===== config.mk =====
export PLATFORM = sky130hd
export DESIGN_NAME = rd_stream_adapter
export DESIGN_NICKNAME = d
export VERILOG_FILES = /design/src/rtl/rd_stream_adapter.sv
export SDC_FILE = /design/constraint.sdc
export NUM_CORES = 1
export LEC_CHECK = 0
export ABC_AREA = 1
export CAP_MARGIN = 15
export CORE_MARGIN = 4
export CORE_UTILIZATION = 46
export DETAILED_ROUTE_END_ITERATION = 7
export PLACE_DENSITY = 0.85
export RECOVER_POWER = 50
export SETUP_SLACK_MARGIN = 0.15
export SYNTH_ARGS = -nofsm -noshare
export SYNTH_HDL_FRONTEND = slang
export SYNTH_SLANG_ARGS = --single-unit

===== constraint.sdc =====
create_clock -name rclk_i -period 1.55 [get_ports rclk_i]
set_input_delay 0.155 -clock rclk_i [delete_from_list [all_inputs] [get_ports rclk_i]]
set_output_delay 0.155 -clock rclk_i [all_outputs]
set_load 0.005 [all_outputs]

===== src/rtl/rd_stream_adapter.sv =====
// -----------------------------------------------------------------------------
// rd_stream_adapter
// Read-side consumer of an async FIFO, living entirely in the read clock domain.
// It issues FIFO pops from the registered empty flag, absorbs the one-cycle
// registered memory read latency, and presents the words on a valid/ready
// stream through a 2-entry skid buffer, so one word per cycle is sustained.
// A flush sequence drains and discards everything left in the FIFO.
//
// Ports:
//   rclk_i        read clock
//   rrst_n_i      asynchronous active-low reset
//   en_i          level, permits issuing new pops
//   flush_i       single-cycle pulse, starts a flush
//   fifo_empty_i  registered FIFO empty flag
//   ren_o         pop request; the FIFO pops at the edge where ren_o=1
//   rdata_i       memory read data, valid one cycle after the ren_o edge
//   m_valid_o     stream valid
//   m_data_o      stream data (head of the skid buffer)
//   m_ready_i     stream ready
//   busy_o        flushing, word in flight, or words buffered
//   flush_done_o  one-cycle pulse in the cycle a flush completes
//   beat_cnt_o    count of accepted stream beats (wraps)
// -----------------------------------------------------------------------------
module rd_stream_adapter #(
    parameter int DSIZE = 8,
    parameter int CNT_W = 16
) (
    input  logic             rclk_i,
    input  logic             rrst_n_i,
    input  logic             en_i,
    input  logic             flush_i,
    input  logic             fifo_empty_i,
    output logic             ren_o,
    input  logic [DSIZE-1:0] rdata_i,
    output logic             m_valid_o,
    output logic [DSIZE-1:0] m_data_o,
    input  logic             m_ready_i,
    output logic             busy_o,
    output logic             flush_done_o,
    output logic [CNT_W-1:0] beat_cnt_o
);

    localparam logic [1:0] ST_IDLE  = 2'd0;
    localparam logic [1:0] ST_RUN   = 2'd1;
    localparam logic [1:0] ST_FLUSH = 2'd2;

    logic [1:0]       state_r;
    logic [1:0]       state_nxt_s;
    logic             inflight_r;
    logic [1:0]       buf_cnt_r;
    logic [DSIZE-1:0] buf_mem_r [2];
    logic             rd_ptr_r;
    logic             wr_ptr_r;
    logic [CNT_W-1:0] beat_cnt_r;

    logic [2:0]       occ_s;
    logic             ren_s;
    logic             pop_s;
    logic             push_s;
    logic             flush_start_s;
    logic             flush_exit_s;

    // Buffer credit in use: words held plus the word returning next edge.
    assign occ_s         = {1'b0, buf_cnt_r} + {2'b00, inflight_r};
    assign m_valid_o     = (buf_cnt_r != 2'd0);
    assign m_data_o      = buf_mem_r[rd_ptr_r];
    assign pop_s         = m_valid_o && m_ready_i;
    assign flush_start_s = flush_i && (state_r != ST_FLUSH);
    // A flush is complete once the FIFO is empty and no pop is outstanding.
    assign flush_exit_s  = (state_r == ST_FLUSH) && fifo_empty_i && !inflight_r && !ren_s;
    // Returning words are dropped while flushing and at the flush-entry edge.
    assign push_s        = inflight_r && (state_r != ST_FLUSH) && !flush_start_s;

    assign ren_o         = ren_s;
    assign flush_done_o  = flush_exit_s;
    assign busy_o        = (state_r == ST_FLUSH) || inflight_r || (buf_cnt_r != 2'd0);
    assign beat_cnt_o    = beat_cnt_r;

    // Pop issue: in RUN a slot at occupancy 2 may be reused only when the
    // head leaves at this same edge, which keeps the buffer at most 2 deep.
    always_comb begin
        ren_s = 1'b0;
        case (state_r)
            ST_RUN: begin
                if (!fifo_empty_i &&
                    ((occ_s < 3'd2) || ((occ_s == 3'd2) && pop_s))) begin
                    ren_s = 1'b1;
                end else begin
                    ren_s = 1'b0;
                end
            end
            ST_FLUSH: ren_s = !fifo_empty_i;
            default:  ren_s = 1'b0;
        endcase
    end

    // Next-state selection; flush_i outranks en_i.
    always_comb begin
        state_nxt_s = state_r;
        case (state_r)
            ST_IDLE: begin
                if (flush_i) begin
                    state_nxt_s = ST_FLUSH;
                end else if (en_i) begin
                    state_nxt_s = ST_RUN;
                end else begin
                    state_nxt_s = ST_IDLE;
                end
            end
            ST_RUN: begin
                if (flush_i) begin
                    state_nxt_s = ST_FLUSH;
                end else if (!en_i) begin
                    state_nxt_s = ST_IDLE;
                end else begin
                    state_nxt_s = ST_RUN;
                end
            end
            ST_FLUSH: begin
                if (flush_exit_s) begin
                    state_nxt_s = en_i ? ST_RUN : ST_IDLE;
                end else begin
                    state_nxt_s = ST_FLUSH;
                end
            end
            default: state_nxt_s = ST_IDLE;
        endcase
    end

    // State register and in-flight tracking of the registered read return.
    always_ff @(posedge rclk_i or negedge rrst_n_i) begin
        if (!rrst_n_i) begin
            state_r    <= ST_IDLE;
            inflight_r <= 1'b0;
        end else begin
            state_r    <= state_nxt_s;
            inflight_r <= ren_s;
        end
    end

    // Skid buffer occupancy and pointers; flush entry empties it at once.
    always_ff @(posedge rclk_i or negedge rrst_n_i) begin
        if (!rrst_n_i) begin
            buf_cnt_r <= 2'd0;
            rd_ptr_r  <= 1'b0;
            wr_ptr_r  <= 1'b0;
        end else if (flush_start_s) begin
            buf_cnt_r <= 2'd0;
            rd_ptr_r  <= 1'b0;
            wr_ptr_r  <= 1'b0;
        end else begin
            if (push_s) begin
                wr_ptr_r <= ~wr_ptr_r;
            end
            if (pop_s) begin
                rd_ptr_r <= ~rd_ptr_r;
            end
            case ({push_s, pop_s})
                2'b10:   buf_cnt_r <= buf_cnt_r + 2'd1;
                2'b01:   buf_cnt_r <= buf_cnt_r - 2'd1;
                default: buf_cnt_r <= buf_cnt_r;
            endcase
        end
    end

    // Skid buffer storage, written with the captured read data.
    always_ff @(posedge rclk_i or negedge rrst_n_i) begin
        if (!rrst_n_i) begin
            for (int i = 0; i < 2; i++) begin
                buf_mem_r[i] <= {DSIZE{1'b0}};
            end
        end else if (push_s) begin
            buf_mem_r[wr_ptr_r] <= rdata_i;
        end
    end

    // Accepted-beat counter, wraps naturally at its width.
    always_ff @(posedge rclk_i or negedge rrst_n_i) begin
        if (!rrst_n_i) begin
            beat_cnt_r <= {CNT_W{1'b0}};
        end else if (pop_s) begin
            beat_cnt_r <= beat_cnt_r + {{(CNT_W-1){1'b0}}, 1'b1};
        end
    end

endmodule

# After elaboration in Yosys (flattened, before gate mapping)
# Cells that the tools add are included.
[totals]
ff_bits = 39
inputBits = 14
output_inout_bits = 28
wordCells = 67
[op_classes]
addsub = 4
magnitude_cmp = 4
n_eq_ne = 6
muxes = 18
n_bitwise = 4
reduce_logical = 23
[op_table]
columns = ["cell", "count"]
rows = [
  ["2-to-1 mux 8 bit", 4],
  ["adder 16 x 1 -> 16 bit (second input constant)", 1],
  ["bitwise mux 16 bit", 1],
  ["logical AND 1 bit", 10],
  ["demux 8 bit (select 1 bit)", 1],
  ["case mux 2 bit (2 select lines)", 2],
  ["2-to-1 mux 1 bit", 6],
  ["2-to-1 mux 2 bit", 3],
  ["nonzero test 2 bit", 3],
  ["equality test 2 x 1 -> 1 bit (second input constant)", 2],
  ["equality test 2 bit (second input constant)", 2],
  [">= comparator 2 bit (second input constant)", 2],
  ["zero test 1 bit", 4],
  ["inverter 1 -> 2 bit", 2],
  ["adder 2 x 1 -> 3 bit", 1],
  ["equality test 3 x 2 -> 1 bit (second input constant)", 1],
  ["logical OR 1 bit", 3],
  ["< comparator 3 x 2 -> 1 bit (second input constant)", 1],
  ["nonzero test 3 bit", 1],
  ["adder 2 x 1 -> 2 bit (second input constant)", 1],
  ["zero test 2 bit", 1],
  ["< comparator 2 x 1 -> 1 bit (second input constant)", 1],
  ["inequality test 2 bit (second input constant)", 1],
  ["inverter 1 bit", 2],
  ["3 further kinds", 3],
]

# Depth between registers and ports, before layout
[logic_depth]
ltp_word = 11
mapped_depth = 9
mapped_depth_nobuf = 9

# Least setup slack after synthesis
# Ideal clock, no wire load.
[synth_path]
path_kind = "reg2reg"
start = "register state_r[0]"
end = "register buf_mem_r[15] (netlist name)"
setup_time_ns = 0.117
arrival_time_ns = 1.424
path_slack_ns = 0.009
stages_incl_launch_ff = 10
n_path_buf = 2
period_less_slack_ns = 1.541
path_cell_list = "dfrtp_1 -> inv_1 -> ha_1 -> nor2_2 -> nand2_2 -> or2_1 -> buf_6 -> buf_12 -> nand2_2 -> o21ai_2"
[synth_via]
elab_chain_cells = 4
[synth_lines]
columns = ["item", "line_no", "text"]
rows = [
  ["start: declaration", "47", "logic [1:0] state_r;"],
  ["start signal: assignment", "136", "state_r <= state_nxt_s;"],
  ["inequality test 2 bit (*)", "68, 72", ""],
  ["logical AND 1 bit", "68", "assign flush_start_s = flush_i && (state_r != ST_FLUSH);"],
  ["zero test 1 bit", "72", "assign push_s = inflight_r && (state_r != ST_FLUSH) && !flush_start_s;"],
  ["logical AND 1 bit (*)", "72", ""],
  ["end signal: indexed assignment", "170", "buf_mem_r[i] <= {DSIZE{1'b0}};"],
  ["end signal: indexed assignment", "173", "buf_mem_r[wr_ptr_r] <= rdata_i;"],
  ["end: declaration", "51", "logic [DSIZE-1:0] buf_mem_r [2];"],
]
# Mark *: on every way between the ends. The rest lies on a longest branch, timed or not.
# A chain may end at the register's enable or synchronous reset.

# Final worst setup path
[layout_path]
start = "register inflight_r"
end = "output port ren_o"
[layout_via]
elab_chain_cells = 7
[layout_lines]
columns = ["item", "line_no", "text"]
rows = [
  ["start: declaration", "49", "logic inflight_r;"],
  ["start signal: assignment", "137", "inflight_r <= ren_s;"],
  ["adder 2 x 1 -> 3 bit (*)", "64", "assign occ_s = {1'b0, buf_cnt_r} + {2'b00, inflight_r};"],
  ["branches (longest 2 deep; another with < comparator 3 x 2 -> 1 bit)", "-", ""],
  ["logical OR 1 bit (*)", "86", "((occ_s < 3'd2) || ((occ_s == 3'd2) && pop_s))) begin"],
  ["logical AND 1 bit (*)", "85", "if (!fifo_empty_i &&"],
  ["2-to-1 mux 1 bit (*)", "85", ""],
  ["case mux 1 bit (2 select lines) (*)", "83", "case (state_r)"],
  ["end: declaration", "33", "output logic ren_o,"],
]
# Mark *: on every way between the ends.

==> impl_metrics.csv <==
group,metric,value,unit
power,p_switching,0.00221,W
die,die-height,75.8,um
placed_design,placed_area,2690,sq um
grt,grt_max_degree,40,
detailed_routing,vias_per_cell,5.17,
clocking,cts_buffers,5,
critical_path,reg2reg_from,"state_r[1]",
placed_design,place_inst,374,
die,coreArea,4410,sq um
detailed_routing,wl,6.64,mm
power,pwr-share-comb,56.5,%
critical_path,end_kind,"output pin",
timing,fmax,523,MHz
detailed_routing,dr.pass1.iters,4,
power,power.density,1570,nW/um^2
clocking,cts_tree,"built",
finish,layout.cells.non_filler,424,
finish,final_cell_area,3550,sq um
finish,post-route-util,80.4,%
detailed_routing,drt_iter0_drc,148,
clocking,cts_root_buf,"clkbuf_8",
yosys,syn_inst,270,
timing,maxSlewHeadroom,35.7,%
power,leakage,1.87,nW
clocking,insertion_delay,0.31,ns
run_status,outcome,"finished with violations",
die,io_pins,42,
die,num_rows,24,
die,initial_utilization,47.9,%
yosys,syn_area_per_cell,7.83,sq um
grt,antenna_found_initial,0,
critical_path,max_stage_delay,0.40,ns
grt,grt_overflow,0,
yosys,synth_warnings,0,
critical_path,worstSetupPathType,"reg2out",
critical_path,worstSetupStartpointType,"register",
finish,layout-drive-gt1-share,41.4,%
clocking,clock_path_buffers,2,
clocking,clock-sinks,39,
timing,setup_viol,23,
placed_design,gp_congestion,0.831,
flow_run,max-cap-violations,0,
yosys,ys_ff_latch,39,
critical_path,worstPathCellList,"ha_2, inv_2, ha_4, nand2_2, nor2_2, o21ai_2, a21oi_2, buf_2",
critical_path,rrSetupSlack,-0.16,ns
worst_hold_path,min_from,"rdata_i[1]",
timing,finalHoldViolCount,0,
finish,fillers,268,
critical_path,path_buf_inv,2,
finish,n_antenna_cell,0,
timing,setup_tns,-1.85,ns
finish,nets,393,
timing,rsz0062_at_grt,"yes",
detailed_routing,drc,0,
yosys,synth_fp_nets,292,
die,die_area,5740,sq um
clocking,htree_levels,2,
grt,grtUsageTotal,22.0,%
timing,slew_viol_final,0,
yosys,ys_seq_area_share,46.2,%
detailed_routing,wire_per_inst,15.7,um
timing,worst_slack,-0.362,ns
timing,finalCritPeriodShare,123,%
critical_path,r2r_cells,8,
placed_design,dp_hpwl,3.31,mm
worst_hold_path,min_path_type,"in2reg",
worst_hold_path,min_path_cells,3,
critical_path,critical_path_required,1.39,ns
finish,final_common_cell,"nand2_1",
timing,worst_clock_skew,0.0105,ns
yosys,synth_cell_type_count,25,
yosys,syn_area,2110,sq um
detailed_routing,final_antenna_net_count,0,
critical_path,path_delay_family,"adder cells",
grt,grt_pass1_wl,9.57,mm
grt,grt_pass1_vias,2089,
power,p_seq_share,30.8,%
die,dieWidth,75.8,um
finish,layout_common_cells,"nand2_1 (77), dfrtp_1 (39), buf_4 (30)",
critical_path,crit_arrival,1.76,ns
detailed_routing,num_vias,2190,
critical_path,slowest_stage,"dfrtp_1",
run_status,violations,"setup timing",
power,pwr-share-clk,12.7,%
power,swShare,39.7,%
timing,period_needed,1.91,ns
critical_path,rr_endpoint,"buf_mem_r[14]",
placed_design,port_buffers,41,
worst_hold_path,min_to,"buf_mem_r[1]",
critical_path,cp_max_fo,2,
clocking,clk_pin_slew,0.09,ns
timing,worstMarginPinSlew,0.965,ns
power,irDropWorstVdd,1.00,mV
finish,area_growth,67.9,%
power,p_int,0.00335,W
==> cell type report <==
class / instances / area (sq um) / area share [%]
clock buffer: 6 / 72.6 / 2.05
clock inverter: 2 / 12.5 / 0.353
inverter: 33 / 131 / 3.70
multi-input combinational: 193 / 1290 / 36.4
sequential: 39 / 976 / 27.5
tap: 52 / 65.1 / 1.83
timing repair buffer: 99 / 1000 / 28.2
==> worst reg2reg max path, stage by stage, from the launching register on <==
cell	delay, ns
dfrtp_1	0.44
ha_4	0.20
buf_6	0.12
nor2_4	0.09
nand2_2	0.07
or2_4	0.29
buf_12	0.15
buf_16	0.14
o21ai_2	0.14
==> how the worst max path moves through the flow <==
| stage | endpoint | slack (ns) | startpoint | cells past startpoint |
|---|---|---|---|---|
| finish | ren_o | -0.36 | inflight_r | 8 |
| global route | ren_o | -0.41 | inflight_r | 8 |
| CTS | ren_o | -0.31 | inflight_r | 8 |
| detailed placement | ren_o | -0.40 | inflight_r | 8 |
| global placement | ren_o | -0.33 | inflight_r | 8 |
| floorplan | buf_mem_r[15] | 0.08 | state_r[0] | 9 |
==> cell families after synthesis <==
group	share of synthesized area (%)
simple gates	28.2
flops	46.2
buf+inv	8.05
compound gates	9.12
xor+xnor	3.73
fa+ha+maj	4.74
==> registers in the layout, summed over array words and instances, names as in the netlist <==
| register | count |
|---|---|
| beat_cnt_o | 16 |
| wr_ptr_r | 1 |
| inflight_r | 1 |
| buf_mem_r | 16 |
| rd_ptr_r | 1 |
| state_r | 2 |
| buf_cnt_r | 2 |
==> what timing repair did <==
action | 4_1_cts | 5_1_grt
pin swaps | 9 | 25
cloned | 3 | 0
setup endpoints to repair | 43 | 53
hold endpoints to repair | 39 | 0
gates resized for setup | 101 | 80
buffers inserted | 23 | 15
hold buffers | 1 | 0
==> metal layers <==
| metal | global-route usage (%) | part of all wire, % |
|---|---|---|
| met1 | 26.8 | 40 |
| met2 | 38.2 | 53 |
| met5 | 0 | 0 |
| met3 | 5.54 | 5.0 |
| met4 | 6.41 | 2.6 |
==> stage by stage <==
stage / hold WS, ns / total power (W) / worst slack [ns]
after global routing: 0.453 / 0.00591 / -0.406
after CTS: 0.437 / 0.00485 / -0.305
after global placement: 0.234 / 0.00347 / -0.332
final: 0.451 / 0.00557 / -0.362
after detailed placement: 0.237 / 0.00356 / -0.403
after floorplan: -0.141 / 0.00260 / 0.0780
==> Yosys cell counts (all sizes together) <==
cell type	n	area [sq um]
o21ai	27	165
ha	8	100
nor2	26	113
nand3	7	35.0
buf	5	46.3
nand3b	2	18.8
nand2	103	392
nand4	4	25.0
xnor2	5	43.8
xor2	4	35.0
inv	32	120
clkinv	1	3.75
o211ai	1	7.51
or2	2	12.5
dfrtp	39	976
a21oi	4	20.0
==> power groups by stage <==
stage | clock network (W) | registers, W | logic (W)
2_1_floorplan | 0 | 0.00161 | 0.000995
3_3_place_gp | 0 | 0.00162 | 0.00185
3_5_place_dp | 0 | 0.00164 | 0.00191
4_1_cts | 0.000701 | 0.00166 | 0.00249
5_1_grt | 0.000745 | 0.00175 | 0.00341
6_report | 0.000709 | 0.00171 | 0.00314
Power figures use the tool's default switching activity.
==> RTL change (same flow settings) <==
Set the parameter `DSIZE` to 32 (it was 8).
--- a/src/rtl/rd_stream_adapter.sv
+++ b/src/rtl/rd_stream_adapter.sv
@@ -23,5 +23,5 @@
 // -----------------------------------------------------------------------------
 module rd_stream_adapter #(
-    parameter int DSIZE = 8,
+    parameter int DSIZE = 32,
     parameter int CNT_W = 16
 ) (
Ports: changed (resized m_data_o and rdata_i); port bits go from 42 to 90. The function was not compared with the original's and may differ.
==> RTL change against the unedited design <==
The flow still finishes with violations (negative setup slack); synthesized cell count rose by 96%; synthesized area is 100% higher; clock skew rose by 0.0047 ns; largest power group unchanged; combinational power grew to 2.5 times the old value; maximum frequency decreased by 4.3%; total power up 150%; setup slack worse by 0.087 ns; routed wire length rose to 2.9 times the old value; sequential cell count increased by 48; die area up 89%; cell area rose by 120%.
==> RTL change: results <==
group,metric,value,unit
global_route,grt_pass1_vias,4572,
clock_network,path_clk_slew,0.11,ns
worst_setup_path,r2r_end,"buf_mem_r[53]",
placement,dp_slack,-0.382,ns
timing,relSlewSlack,0.442,
global_route,grt_start_max_net_pins,41,
routing,drt-total-wl,18.9,mm
global_route,grt_first_pass_wirelength,22.8,mm
routing,firstDrtPassIters,5,
synth,yosysSeqAreaShare,0.513,
run_status,status,"finished, violations left",
power,p_sw_frac,0.422,
cells_and_area,layout-drive-gt1-share,0.514,
global_route,use_met2,0.465,
routing,routed-wl-met2,9.63,mm
cells_and_area,multi_input_gates,367,
worst_setup_path,crit_start,"buf_cnt_r[0]",
run_status,violations,"negative setup slack",
timing,setup_viol,102,
placement,gp_congestion,0.860,
clock_network,clock_sinks,87,
timing,setup_ws,-0.448,ns
routing,met3_length,1.17,mm
routing,vias,4896,
synth,synthesis.nets,576,
power,peakVddDrop,0.00112,V
timing,hold_slack,0.368,ns
cells_and_area,bufAreaShareNonClock,0.320,
die,die_area,10800,µm²
cells_and_area,buffers,210,
cells_and_area,fillerInstances,394,
synth,synth_commonest_cells,"nand2_1, dfrtp_1, inv_1",
routing,wl_met1,6.99,mm
placement,port_buffers,89,
hold_path,hold-path-endpoint,"buf_mem_r[34]",
worst_setup_path,cpPeakStageDelay,0.42,ns
cells_and_area,final_util,0.876,
clock_network,cts_made_buffers,9,
global_route,grtUsageMet1,0.310,
worst_setup_path,cp.arrival,1.84,ns
-- RTL change: logic make-up after synthesis --
group | count (synthesis) | synth area share
and+or+nand+nor | 269 | 0.249
DFF | 87 | 0.513
AOI/OAI and AO/OA | 83 | 0.119
buffers and inverters | 76 | 0.0813
adders and majority gates | 8 | 0.0236
xor gates and xnor gates | 7 | 0.0144
-- RTL change: power groups by stage --
| stage | sequential [mW] | clock (mW) | combinational (mW) |
|---|---|---|---|
| 6_report | 4.32 | 1.52 | 7.88 |
| 5_1_grt | 4.39 | 1.60 | 8.30 |
| 4_1_cts | 3.94 | 1.44 | 5.44 |
| 3_5_place_dp | 3.85 | 0 | 4.24 |
| 3_3_place_gp | 3.79 | 0 | 4.10 |
| 2_1_floorplan | 3.73 | 0 | 2.17 |
-- RTL change: what timing repair did --
item | in CTS | in global routing
setup endpoints to repair | 122 | 125
endpoints found under the hold margin | 29 | 0
hold buffers | 1 | 0
pin swaps | 15 | 30
resized for setup | 306 | 207
setup buffers | 43 | 31
cloned | 19 | 3
